**src/rtl/mem_port_arbiter_if.sv**
```systemverilog
// mem_port_arbiter_if: requester (fetch/data) and memory-side signals of the
// shared memory port arbiter. 'slave' is the arbiter view; 'master' is the
// view of the core ports plus the memory they share.
interface mem_port_arbiter_if #(
    parameter int unsigned AW = 32,
    parameter int unsigned DW = 32
);
    // instruction-fetch port
    logic          i_req;
    logic [AW-1:0] i_addr;
    logic          i_gnt;
    logic          i_rvalid;
    logic [DW-1:0] i_rdata;

    // load/store port
    logic          d_req;
    logic          d_we;
    logic [AW-1:0] d_addr;
    logic [DW-1:0] d_wdata;
    logic          d_gnt;
    logic          d_rvalid;
    logic [DW-1:0] d_rdata;

    // shared single-port memory
    logic          mem_en;
    logic          mem_we;
    logic [AW-1:0] mem_addr;
    logic [DW-1:0] mem_wdata;
    logic [DW-1:0] mem_rdata;

    logic          busy;

    modport slave (
        input  i_req, i_addr,
        output i_gnt, i_rvalid, i_rdata,
        input  d_req, d_we, d_addr, d_wdata,
        output d_gnt, d_rvalid, d_rdata,
        output mem_en, mem_we, mem_addr, mem_wdata,
        input  mem_rdata,
        output busy
    );

    modport master (
        output i_req, i_addr,
        input  i_gnt, i_rvalid, i_rdata,
        output d_req, d_we, d_addr, d_wdata,
        input  d_gnt, d_rvalid, d_rdata,
        input  mem_en, mem_we, mem_addr, mem_wdata,
        output mem_rdata,
        input  busy
    );
endinterface

```
**src/rtl/mem_port_arbiter.sv**
```systemverilog
// mem_port_arbiter: shares one single-port synchronous memory between the
// instruction-fetch (I) and load/store (D) ports. One access at a time: grant
// in IDLE, wait MEM_LAT cycles, return data to the owner, back to IDLE.
// D has strict priority over I. Define MEM_ARB_STARVE_GUARD_EN to let I win
// a collision after STARVE_MAX consecutive D grants taken while I waited.
module mem_port_arbiter #(
    parameter int unsigned MEM_LAT    = 2,
    parameter int unsigned STARVE_MAX = 4,
    parameter int unsigned AW         = 32,
    parameter int unsigned DW         = 32
) (
    input  logic              clk,
    input  logic              rst,
    mem_port_arbiter_if.slave bus
);
    localparam int unsigned CNT_W = 3;
    localparam int unsigned SC_W  = 4;
    localparam logic [CNT_W-1:0] CNT_LOAD = CNT_W'(MEM_LAT - 1);

    // Reject out-of-range configurations at elaboration
    if (MEM_LAT < 1 || MEM_LAT > 4) begin : g_bad_mem_lat
        $error("mem_port_arbiter: MEM_LAT must be 1..4");
    end
    if (STARVE_MAX < 1 || STARVE_MAX > 15) begin : g_bad_starve_max
        $error("mem_port_arbiter: STARVE_MAX must be 1..15");
    end

    typedef enum logic {IDLE, WAIT} state_t;
    typedef enum logic {OWN_I, OWN_D} owner_t;

    state_t           r_state, w_state_nxt;
    logic [CNT_W-1:0] r_cnt, w_cnt_nxt;
    owner_t           r_owner, w_owner_nxt;
    logic             r_store, w_store_nxt;

    logic             w_pick_i;
    logic             w_i_gnt, w_i_rvalid, w_d_gnt, w_d_rvalid;
    logic [DW-1:0]    w_i_rdata, w_d_rdata;
    logic             w_mem_en, w_mem_we, w_busy;
    logic [AW-1:0]    w_mem_addr;
    logic [DW-1:0]    w_mem_wdata;

`ifdef MEM_ARB_STARVE_GUARD_EN
    localparam logic [SC_W-1:0] STARVE_LIM = SC_W'(STARVE_MAX);
    logic [SC_W-1:0] r_starve;

    // I wins when alone, or on a collision once D has hit the starvation limit
    assign w_pick_i = bus.i_req && (!bus.d_req || (r_starve == STARVE_LIM));

    // Count D grants taken while I waits; any I grant or uncontested D grant clears
    always_ff @(posedge clk) begin
        if (!rst) begin
            r_starve <= '0;
        end else if (w_i_gnt) begin
            r_starve <= '0;
        end else if (w_d_gnt) begin
            if (bus.i_req) begin
                r_starve <= (r_starve == STARVE_LIM) ? r_starve : r_starve + SC_W'(1);
            end else begin
                r_starve <= '0;
            end
        end
    end
`else
    // Strict D priority: I only wins when D is not requesting
    assign w_pick_i = bus.i_req && !bus.d_req;
`endif

    // State, latency counter and owner registers
    always_ff @(posedge clk) begin
        if (!rst) begin
            r_state <= IDLE;
            r_cnt   <= '0;
            r_owner <= OWN_I;
            r_store <= 1'b0;
        end else begin
            r_state <= w_state_nxt;
            r_cnt   <= w_cnt_nxt;
            r_owner <= w_owner_nxt;
            r_store <= w_store_nxt;
        end
    end

    // Grant/issue in IDLE, count down and route the response in WAIT
    always_comb begin
        w_state_nxt = r_state;
        w_cnt_nxt   = r_cnt;
        w_owner_nxt = r_owner;
        w_store_nxt = r_store;
        w_i_gnt     = 1'b0;
        w_i_rvalid  = 1'b0;
        w_i_rdata   = '0;
        w_d_gnt     = 1'b0;
        w_d_rvalid  = 1'b0;
        w_d_rdata   = '0;
        w_mem_en    = 1'b0;
        w_mem_we    = 1'b0;
        w_mem_addr  = '0;
        w_mem_wdata = '0;
        w_busy      = 1'b0;

        case (r_state)
            IDLE: begin
                // no grants while reset is held, so outputs stay quiet
                if (rst && (bus.i_req || bus.d_req)) begin
                    w_mem_en    = 1'b1;
                    w_cnt_nxt   = CNT_LOAD;
                    w_state_nxt = WAIT;
                    if (w_pick_i) begin
                        w_i_gnt     = 1'b1;
                        w_mem_addr  = bus.i_addr;
                        w_owner_nxt = OWN_I;
                        w_store_nxt = 1'b0;
                    end else begin
                        w_d_gnt     = 1'b1;
                        w_mem_we    = bus.d_we;
                        w_mem_addr  = bus.d_addr;
                        w_mem_wdata = bus.d_wdata;
                        w_owner_nxt = OWN_D;
                        w_store_nxt = bus.d_we;
                    end
                end
            end
            WAIT: begin
                w_busy = 1'b1;
                if (r_cnt == '0) begin
                    w_state_nxt = IDLE;
                    if (r_owner == OWN_I) begin
                        w_i_rvalid = 1'b1;
                        w_i_rdata  = bus.mem_rdata;
                    end else begin
                        w_d_rvalid = 1'b1;
                        w_d_rdata  = r_store ? '0 : bus.mem_rdata;
                    end
                end else begin
                    w_cnt_nxt = r_cnt - CNT_W'(1);
                end
            end
            default: w_state_nxt = IDLE;
        endcase
    end

    assign bus.i_gnt     = w_i_gnt;
    assign bus.i_rvalid  = w_i_rvalid;
    assign bus.i_rdata   = w_i_rdata;
    assign bus.d_gnt     = w_d_gnt;
    assign bus.d_rvalid  = w_d_rvalid;
    assign bus.d_rdata   = w_d_rdata;
    assign bus.mem_en    = w_mem_en;
    assign bus.mem_we    = w_mem_we;
    assign bus.mem_addr  = w_mem_addr;
    assign bus.mem_wdata = w_mem_wdata;
    assign bus.busy      = w_busy;
endmodule
```
**src/flat_wrapper.sv**
```systemverilog
// flat-port wrapper written by rule: the top's interface ports become plain ports
module mem_port_arbiter_flat 
#(
    parameter int unsigned MEM_LAT    = 2,
    parameter int unsigned STARVE_MAX = 4,
    parameter int unsigned AW         = 32,
    parameter int unsigned DW         = 32
)
  (clk, rst, bus_i_req, bus_i_addr, bus_i_gnt, bus_i_rvalid, bus_i_rdata, bus_d_req, bus_d_we, bus_d_addr, bus_d_wdata, bus_d_gnt, bus_d_rvalid, bus_d_rdata, bus_mem_en, bus_mem_we, bus_mem_addr, bus_mem_wdata, bus_mem_rdata, bus_busy);
  mem_port_arbiter_if #(.AW(AW), .DW(DW)) bus_i ();
  input  logic clk;
  input  logic rst;
  input wire logic [$bits(bus_i.i_req)-1:0] bus_i_req;
  input wire logic [$bits(bus_i.i_addr)-1:0] bus_i_addr;
  output wire logic [$bits(bus_i.i_gnt)-1:0] bus_i_gnt;
  output wire logic [$bits(bus_i.i_rvalid)-1:0] bus_i_rvalid;
  output wire logic [$bits(bus_i.i_rdata)-1:0] bus_i_rdata;
  input wire logic [$bits(bus_i.d_req)-1:0] bus_d_req;
  input wire logic [$bits(bus_i.d_we)-1:0] bus_d_we;
  input wire logic [$bits(bus_i.d_addr)-1:0] bus_d_addr;
  input wire logic [$bits(bus_i.d_wdata)-1:0] bus_d_wdata;
  output wire logic [$bits(bus_i.d_gnt)-1:0] bus_d_gnt;
  output wire logic [$bits(bus_i.d_rvalid)-1:0] bus_d_rvalid;
  output wire logic [$bits(bus_i.d_rdata)-1:0] bus_d_rdata;
  output wire logic [$bits(bus_i.mem_en)-1:0] bus_mem_en;
  output wire logic [$bits(bus_i.mem_we)-1:0] bus_mem_we;
  output wire logic [$bits(bus_i.mem_addr)-1:0] bus_mem_addr;
  output wire logic [$bits(bus_i.mem_wdata)-1:0] bus_mem_wdata;
  input wire logic [$bits(bus_i.mem_rdata)-1:0] bus_mem_rdata;
  output wire logic [$bits(bus_i.busy)-1:0] bus_busy;
  assign bus_i.i_req = bus_i_req;
  assign bus_i.i_addr = bus_i_addr;
  assign bus_i_gnt = bus_i.i_gnt;
  assign bus_i_rvalid = bus_i.i_rvalid;
  assign bus_i_rdata = bus_i.i_rdata;
  assign bus_i.d_req = bus_d_req;
  assign bus_i.d_we = bus_d_we;
  assign bus_i.d_addr = bus_d_addr;
  assign bus_i.d_wdata = bus_d_wdata;
  assign bus_d_gnt = bus_i.d_gnt;
  assign bus_d_rvalid = bus_i.d_rvalid;
  assign bus_d_rdata = bus_i.d_rdata;
  assign bus_mem_en = bus_i.mem_en;
  assign bus_mem_we = bus_i.mem_we;
  assign bus_mem_addr = bus_i.mem_addr;
  assign bus_mem_wdata = bus_i.mem_wdata;
  assign bus_i.mem_rdata = bus_mem_rdata;
  assign bus_busy = bus_i.busy;
  mem_port_arbiter #(.MEM_LAT(MEM_LAT), .STARVE_MAX(STARVE_MAX), .AW(AW), .DW(DW)) u_core (.clk(clk), .rst(rst), .bus(bus_i));
endmodule
```
**config.mk**
```make
export PLATFORM = sky130hd
export DESIGN_NAME = mem_port_arbiter_flat
export DESIGN_NICKNAME = d
export VERILOG_FILES = /design/src/rtl/mem_port_arbiter_if.sv /design/src/rtl/mem_port_arbiter.sv /design/src/flat_wrapper.sv
export SDC_FILE = /design/constraint.sdc
export NUM_CORES = 1
export LEC_CHECK = 0
export ABC_CLOCK_PERIOD_IN_PS = 2300
export CAP_MARGIN = 0
export CORE_AREA = 2 2 105 107
export CTS_CLUSTER_SIZE = 8
export DETAILED_ROUTE_END_ITERATION = 12
export DIE_AREA = 0 0 107 109
export PLACE_DENSITY = 0.57
export REMOVE_ABC_BUFFERS = 1
export SETUP_SLACK_MARGIN = 0.02
export SLEW_MARGIN = 30
export SYNTH_ARGS = -nofsm -noshare
export SYNTH_HDL_FRONTEND = slang
export SYNTH_SLANG_ARGS = --single-unit
export TNS_END_PERCENT = 50
```
**constraint.sdc**
```tcl
create_clock -name clk -period 2.3 [get_ports clk]
set_input_delay 0.46 -clock clk [delete_from_list [all_inputs] [get_ports clk]]
set_output_delay 0.46 -clock clk [all_outputs]
set_load 0.05 [all_outputs]
```
==> results of run 1 <==
[critical path: stages, from the launching register on]
cell and delay (ns):
dfxtp_2 0.32, inv_2 0.04, ha_4 0.15, ha_4 0.15, and3_4 0.16, and2b_4 0.18, bufbuf_16 0.27, and2_4 0.16
buf_12 0.14
[Yosys cell counts]
cell	number	area [µm²]
buf_6	3	33.8
buf_4	3	22.5
a41o_1	2	20.0
and2b_1	1	7.51
nand2b_1	2	12.5
dfxtp_1	6	120
o21ai_0	2	10.0
a22o_1	32	280
ha_1	2	25.0
nand2_1	1	3.75
inv_2	1	3.75
and2_1	97	607
a31o_1	1	8.76
a21oi_1	2	10.0
and3_1	1	6.26
xnor2_1	1	8.76
clkbuf_1	6	22.5
or3_1	1	6.26
nor2_1	2	7.51
inv_1	5	18.8
nor4_4	1	21.3
buf_2	2	10.0
nor3_1	2	10.0
clkbuf_2	3	15.0
and3b_1	1	8.76
[logic make-up after synthesis]
logic type      Yosys count  synth area share, %
compound gates           39                 25.3
xor+xnor                  1                0.674
fa+ha+maj                 2                 1.92
buf+inv                  23                 9.72
flops                     6                 9.24
simple gates            109                 53.1
[placed cells by master (no fill, tap or decap), drive strengths merged]
cell type	instances
clkdlybuf4s50	130
clkbuf	3
buf	157
and2	97
and3b	1
a41o	2
nand2b	2
nor3	2
bufbuf	3
dlygate4sd2	1
nor2	2
ha	2
and3	1
nand2	1
dfxtp	6
xnor2	1
nor4	1
a21oi	2
o21ai	2
clkdlybuf4s15	2
inv	6
a22o	32
or3	1
a31o	1
and2b	1
[report_power, final]
group / leakage [nW] / total (mW) / internal [mW] / switching [mW]
Clock: 0.0216 / 0.159 / 0.113 / 0.0467
Combinational: 2.44 / 1.31 / 0.710 / 0.602
Sequential: 0.0500 / 0.124 / 0.115 / 0.00838
Total: 2.51 / 1.59 / 0.938 / 0.657
[area by class of cell]
class | instances | share of cell area, %
Tap cell | 140 | 2.91
Clock buffer | 3 | 0.687
Sequential cell | 6 | 2.04
Timing Repair Buffer | 293 | 72.7
Inverter | 6 | 0.375
Multi-Input combinational cell | 151 | 21.2
[path summary, 6_finish.rpt]
check                  start        endpoint  slack, ns  cells after the start
max reg2reg   u_core.r_state  u_core.r_store       0.71                      5
min reg2reg   u_core.r_store  u_core.r_store       0.48                      1
min           u_core.r_store  u_core.r_store       0.48                      1
max          u_core.r_cnt[1]  bus_d_rdata[1]       0.01                      8
[per-layer routing]
| layer | vias up | part of all wire [%] | GRT usage, % |
|---|---|---|---|
| li1 | 1169 | - | - |
| met1 | 1100 | 35 | 17.1 |
| met2 | 115 | 57 | 33.3 |
| met3 | 8 | 6.9 | 3.17 |
| met4 | 0 | 0.88 | 2.69 |
| met5 | - | 0 | 0 |
[sequential cells by signal, indices dropped and copies added (netlist names)]
register,count
u_core.r_store,1
u_core.r_owner,1
u_core.r_state,1
u_core.r_cnt,3
[per-stage QoR]
stage	util [%]	power [mW]	cell area [µm²]	TNS [ns]	instances
2_1_floorplan	-	0.609	1200	-93.44	163
3_3_place_gp	52.0	1.34	5510	-2.82	583
3_5_place_dp	52.0	1.35	5510	-5.25	583
4_1_cts	56.2	1.60	5960	-0.000391	599
5_1_grt	56.7	1.66	6010	-0.400	599
6_report	56.7	1.59	6010	0	599
[what timing repair did]
item	CTS	global route
pin swaps	6	17
gates cloned	6	0
setup endpoints to repair	99	56
hold endpoints to repair	0	0
resized for setup	56	11
buffers inserted	7	1
==> run metrics, run 1 <==
status finished clean; post-route ant nets 0; vias 2392; Final setup viols 0; average size of a mapped cell 7.22 µm²; Sequential Area 123 µm²; pin count of the biggest net entering global routing 39; yosys warns 0; Antenna Cells 0; minimum clock period 2.29 ns; Die X 107 µm; Hold Vio Cnt, Final 0; maximum clock frequency 437 MHz; Cells after Synth 180; critical path peak fanout 8; crit path kind reg -> out; worst vdd ir 252 µV; Power Density 265 nW/µm²; first-pass GRT wire length 14600 µm; CTS Hold Buffers Added 0; IO buf count 267; pre-CTS setup slack -0.157 ns; drt first-iter violations 43; type of origin of the critical path flip-flop; Maximum Capacitance Violations 0; Yosys cell types 25; initial core utilization 12.3%; slew of the pin with the lowest slew margin 0.498 ns; # fillers 863; CTS HTree Levels 1; grt ovf 0; CTS root buf clkbuf_8; # IOs 268; DR DRC count 0; clock latency on the worst-skew pair 0.22 ns; hold slack 0.477 ns; Final HPWL DP 8050 µm; unrepaired setup endpoints after global routing yes; Placer Congestion 0.854; Worst Skew 0.000912 ns; Die ar. 11700 µm²; Slew HR 66.7%; final worst slack 0.0137 ns; Vias/cell 3.99; Required @ worst endpoint 1.84 ns; area grow syn2layout 362%; initial antenna violation count 0; drt first pass iters 4; nets@finish 596; total track usage 16.2%; CORE AREA 10600 µm²; floorplan row count 38; Setup crit end kind primary output; clk buf depth 2; min-delay worst type reg -> reg; WP data arrival 1.83 ns; leakage 2.51 nW; Multi-input gate area 1280 µm²; share of cells above drive strength 1 47.5%; clk sink count 6; CTS Buf Count 3; Total Routed Length 9990 µm; Routed WL per cell 16.7 µm; Final Max Tran Viols 0; CTS clock-pin slew for the worst setup and hold paths 0.04 ns; number of synthesized register bits 6; Die Span Y 109 µm; vias in the first global route 2550; crit share post-route 99.4%; Post-Syn Area 1300 µm²; CTS tree done; sequential element share of the synthesized area 9.24%
Power figures use the tool's default switching activity.
==> run 2, diff against run 1 <==
--- a/config.mk
+++ b/config.mk
@@ -14,6 +14,7 @@
 export PLACE_DENSITY = 0.57
 export REMOVE_ABC_BUFFERS = 1
 export SETUP_SLACK_MARGIN = 0.02
+export SKIP_CTS_REPAIR_TIMING = 1
 export SLEW_MARGIN = 30
 export SYNTH_ARGS = -nofsm -noshare
 export SYNTH_HDL_FRONTEND = slang
==> run 2 against run 1 <==
- flip-flop and latch count is the same
- largest cell class unchanged
- worst hold slack got worse by 0.0035 ns
- cell area is 1.2% lower
==> run metrics, run 2 (synthesis gave the netlist of run 1 again) <==
CTS root buf clkbuf_8; final core utilization 56.0%; critical path depth in cells 8; nets@finish 590; crit share post-route 97.3%; Post-Route Setup TNS 0 ns; Die Span Y 109 µm; min-delay worst type reg -> reg; Worst path top cell family by delay simple AND/OR/NAND/NOR gates; Die ar. 11700 µm²; Most flops, register u_core.r_cnt; Final Max Tran Viols 0; grt ovf 0; slew of the pin with the lowest slew margin 0.501 ns; Vias/cell 4.01; Largest stage delay, worst path 0.31 ns; leakage 2.49 nW; Die X 107 µm; first-pass GRT wire length 13200 µm; clk buf depth 2; logic gate share of total power 82.1%; Final setup viols 0; Slew HR 66.5%; Total Routed Length 9940 µm; CTS HTree Levels 1; worst hold path stage count 1; CTS Buf Count 3; Hold Vio Cnt, Final 0; drt first-iter violations 62; initial core utilization 12.3%; total track usage 14.4%; Seq pwr share 7.7%; CTS clock-pin slew for the worst setup and hold paths 0.04 ns; Maximum Capacitance Violations 0; crit path cell chain inv_2 -> ha_4 -> ha_4 -> and3_4 -> and2b_4 -> clkbuf_16 -> and2_1 -> buf_12; CTS tree done; initial antenna violation count 0; unrepaired setup endpoints after global routing yes; WP data arrival 1.78 ns; CORE AREA 10600 µm²; switching pwr 0.663 mW; vias 2380; Worst path most repeated cell ha_4; Required @ worst endpoint 1.84 ns; clock latency on the worst-skew pair 0.23 ns; vias in the first global route 2376; IO buf count 267; Setup crit end kind primary output; critical path peak fanout 8; final worst slack 0.0610 ns; min-delay src u_core.r_store; area grow syn2layout 357%; Worst Path Buf+Inv 3; Placer Congestion 0.854; share of cells above drive strength 1 42.4%; crit path kind reg -> out; drt first pass iters 4; reg2reg path depth 5; commonest non-fill, non-tap cell in the layout buf_12; Worst Skew 0.00135 ns; leading cell types in the layout, fill and taps excluded buf_12 (137), clkdlybuf4s50_1 (130), and2_1 (94), a22o_4 (21), a22o_1 (11); clock network power share 10.2%; Final HPWL DP 8050 µm; Tot Pwr 1.59 mW; # IOs 268; Power Density 268 nW/µm²; DR DRC count 0; pre-CTS setup slack -0.157 ns; worst vdd ir 256 µV; floorplan row count 38; max FFs per register 3; Routed WL per cell 16.8 µm; sw frac 41.6%; FF-to-FF Start u_core.r_state; Cell Int Power 0.931 mW; pin count of the biggest net entering global routing 39; clk sink count 6; Slowest cell on crit path dfxtp_1; maximum clock frequency 447 MHz; minimum clock period 2.24 ns; post-route ant nets 0; Setup crit start u_core.r_cnt[0]; status finished clean; Antenna Cells 0; type of origin of the critical path flip-flop
## run 2: stage by stage
step,std cells,area (µm²),hold slack [ns]
CTS,586,5550,0.480
global placement,583,5510,0.453
finish,593,5940,0.473
floorplan,163,1200,0.442
detailed placement,583,5510,0.471
global route,593,5940,0.506
## run 2: cell type report
| cell class | count | area (µm²) |
|---|---|---|
| Tap cell | 140 | 175 |
| Inverter | 6 | 22.5 |
| Fill cell | 869 | 4670 |
| Sequential cell | 6 | 121 |
| Timing Repair Buffer | 287 | 4300 |
| Clock buffer | 3 | 41.3 |
| Multi-Input combinational cell | 151 | 1280 |
## run 2: per-layer routing
layer  part of all wire, %  GRT usage, %  vias to the layer above
li1                      -             -                     1156
met1                    35          15.1                     1095
met2                    56          28.9                      116
met3                   7.3          3.35                       13
met4                   1.5          2.97                        0
met5                     0             0                        -
## run 2: power groups by stage
stage	sequential, mW	clock [mW]	combinational [mW]
floorplan	0.127	0	0.482
global placement	0.123	0	1.22
detailed placement	0.123	0	1.23
CTS	0.122	0.166	1.23
global route	0.124	0.170	1.36
finish	0.123	0.162	1.31
## run 2: path summary, 6_finish.rpt
path,end,slack (ns)
max,bus_d_rdata[0],0.06
min,u_core.r_store,0.47
max reg2reg,u_core.r_store,0.64
min reg2reg,u_core.r_store,0.47
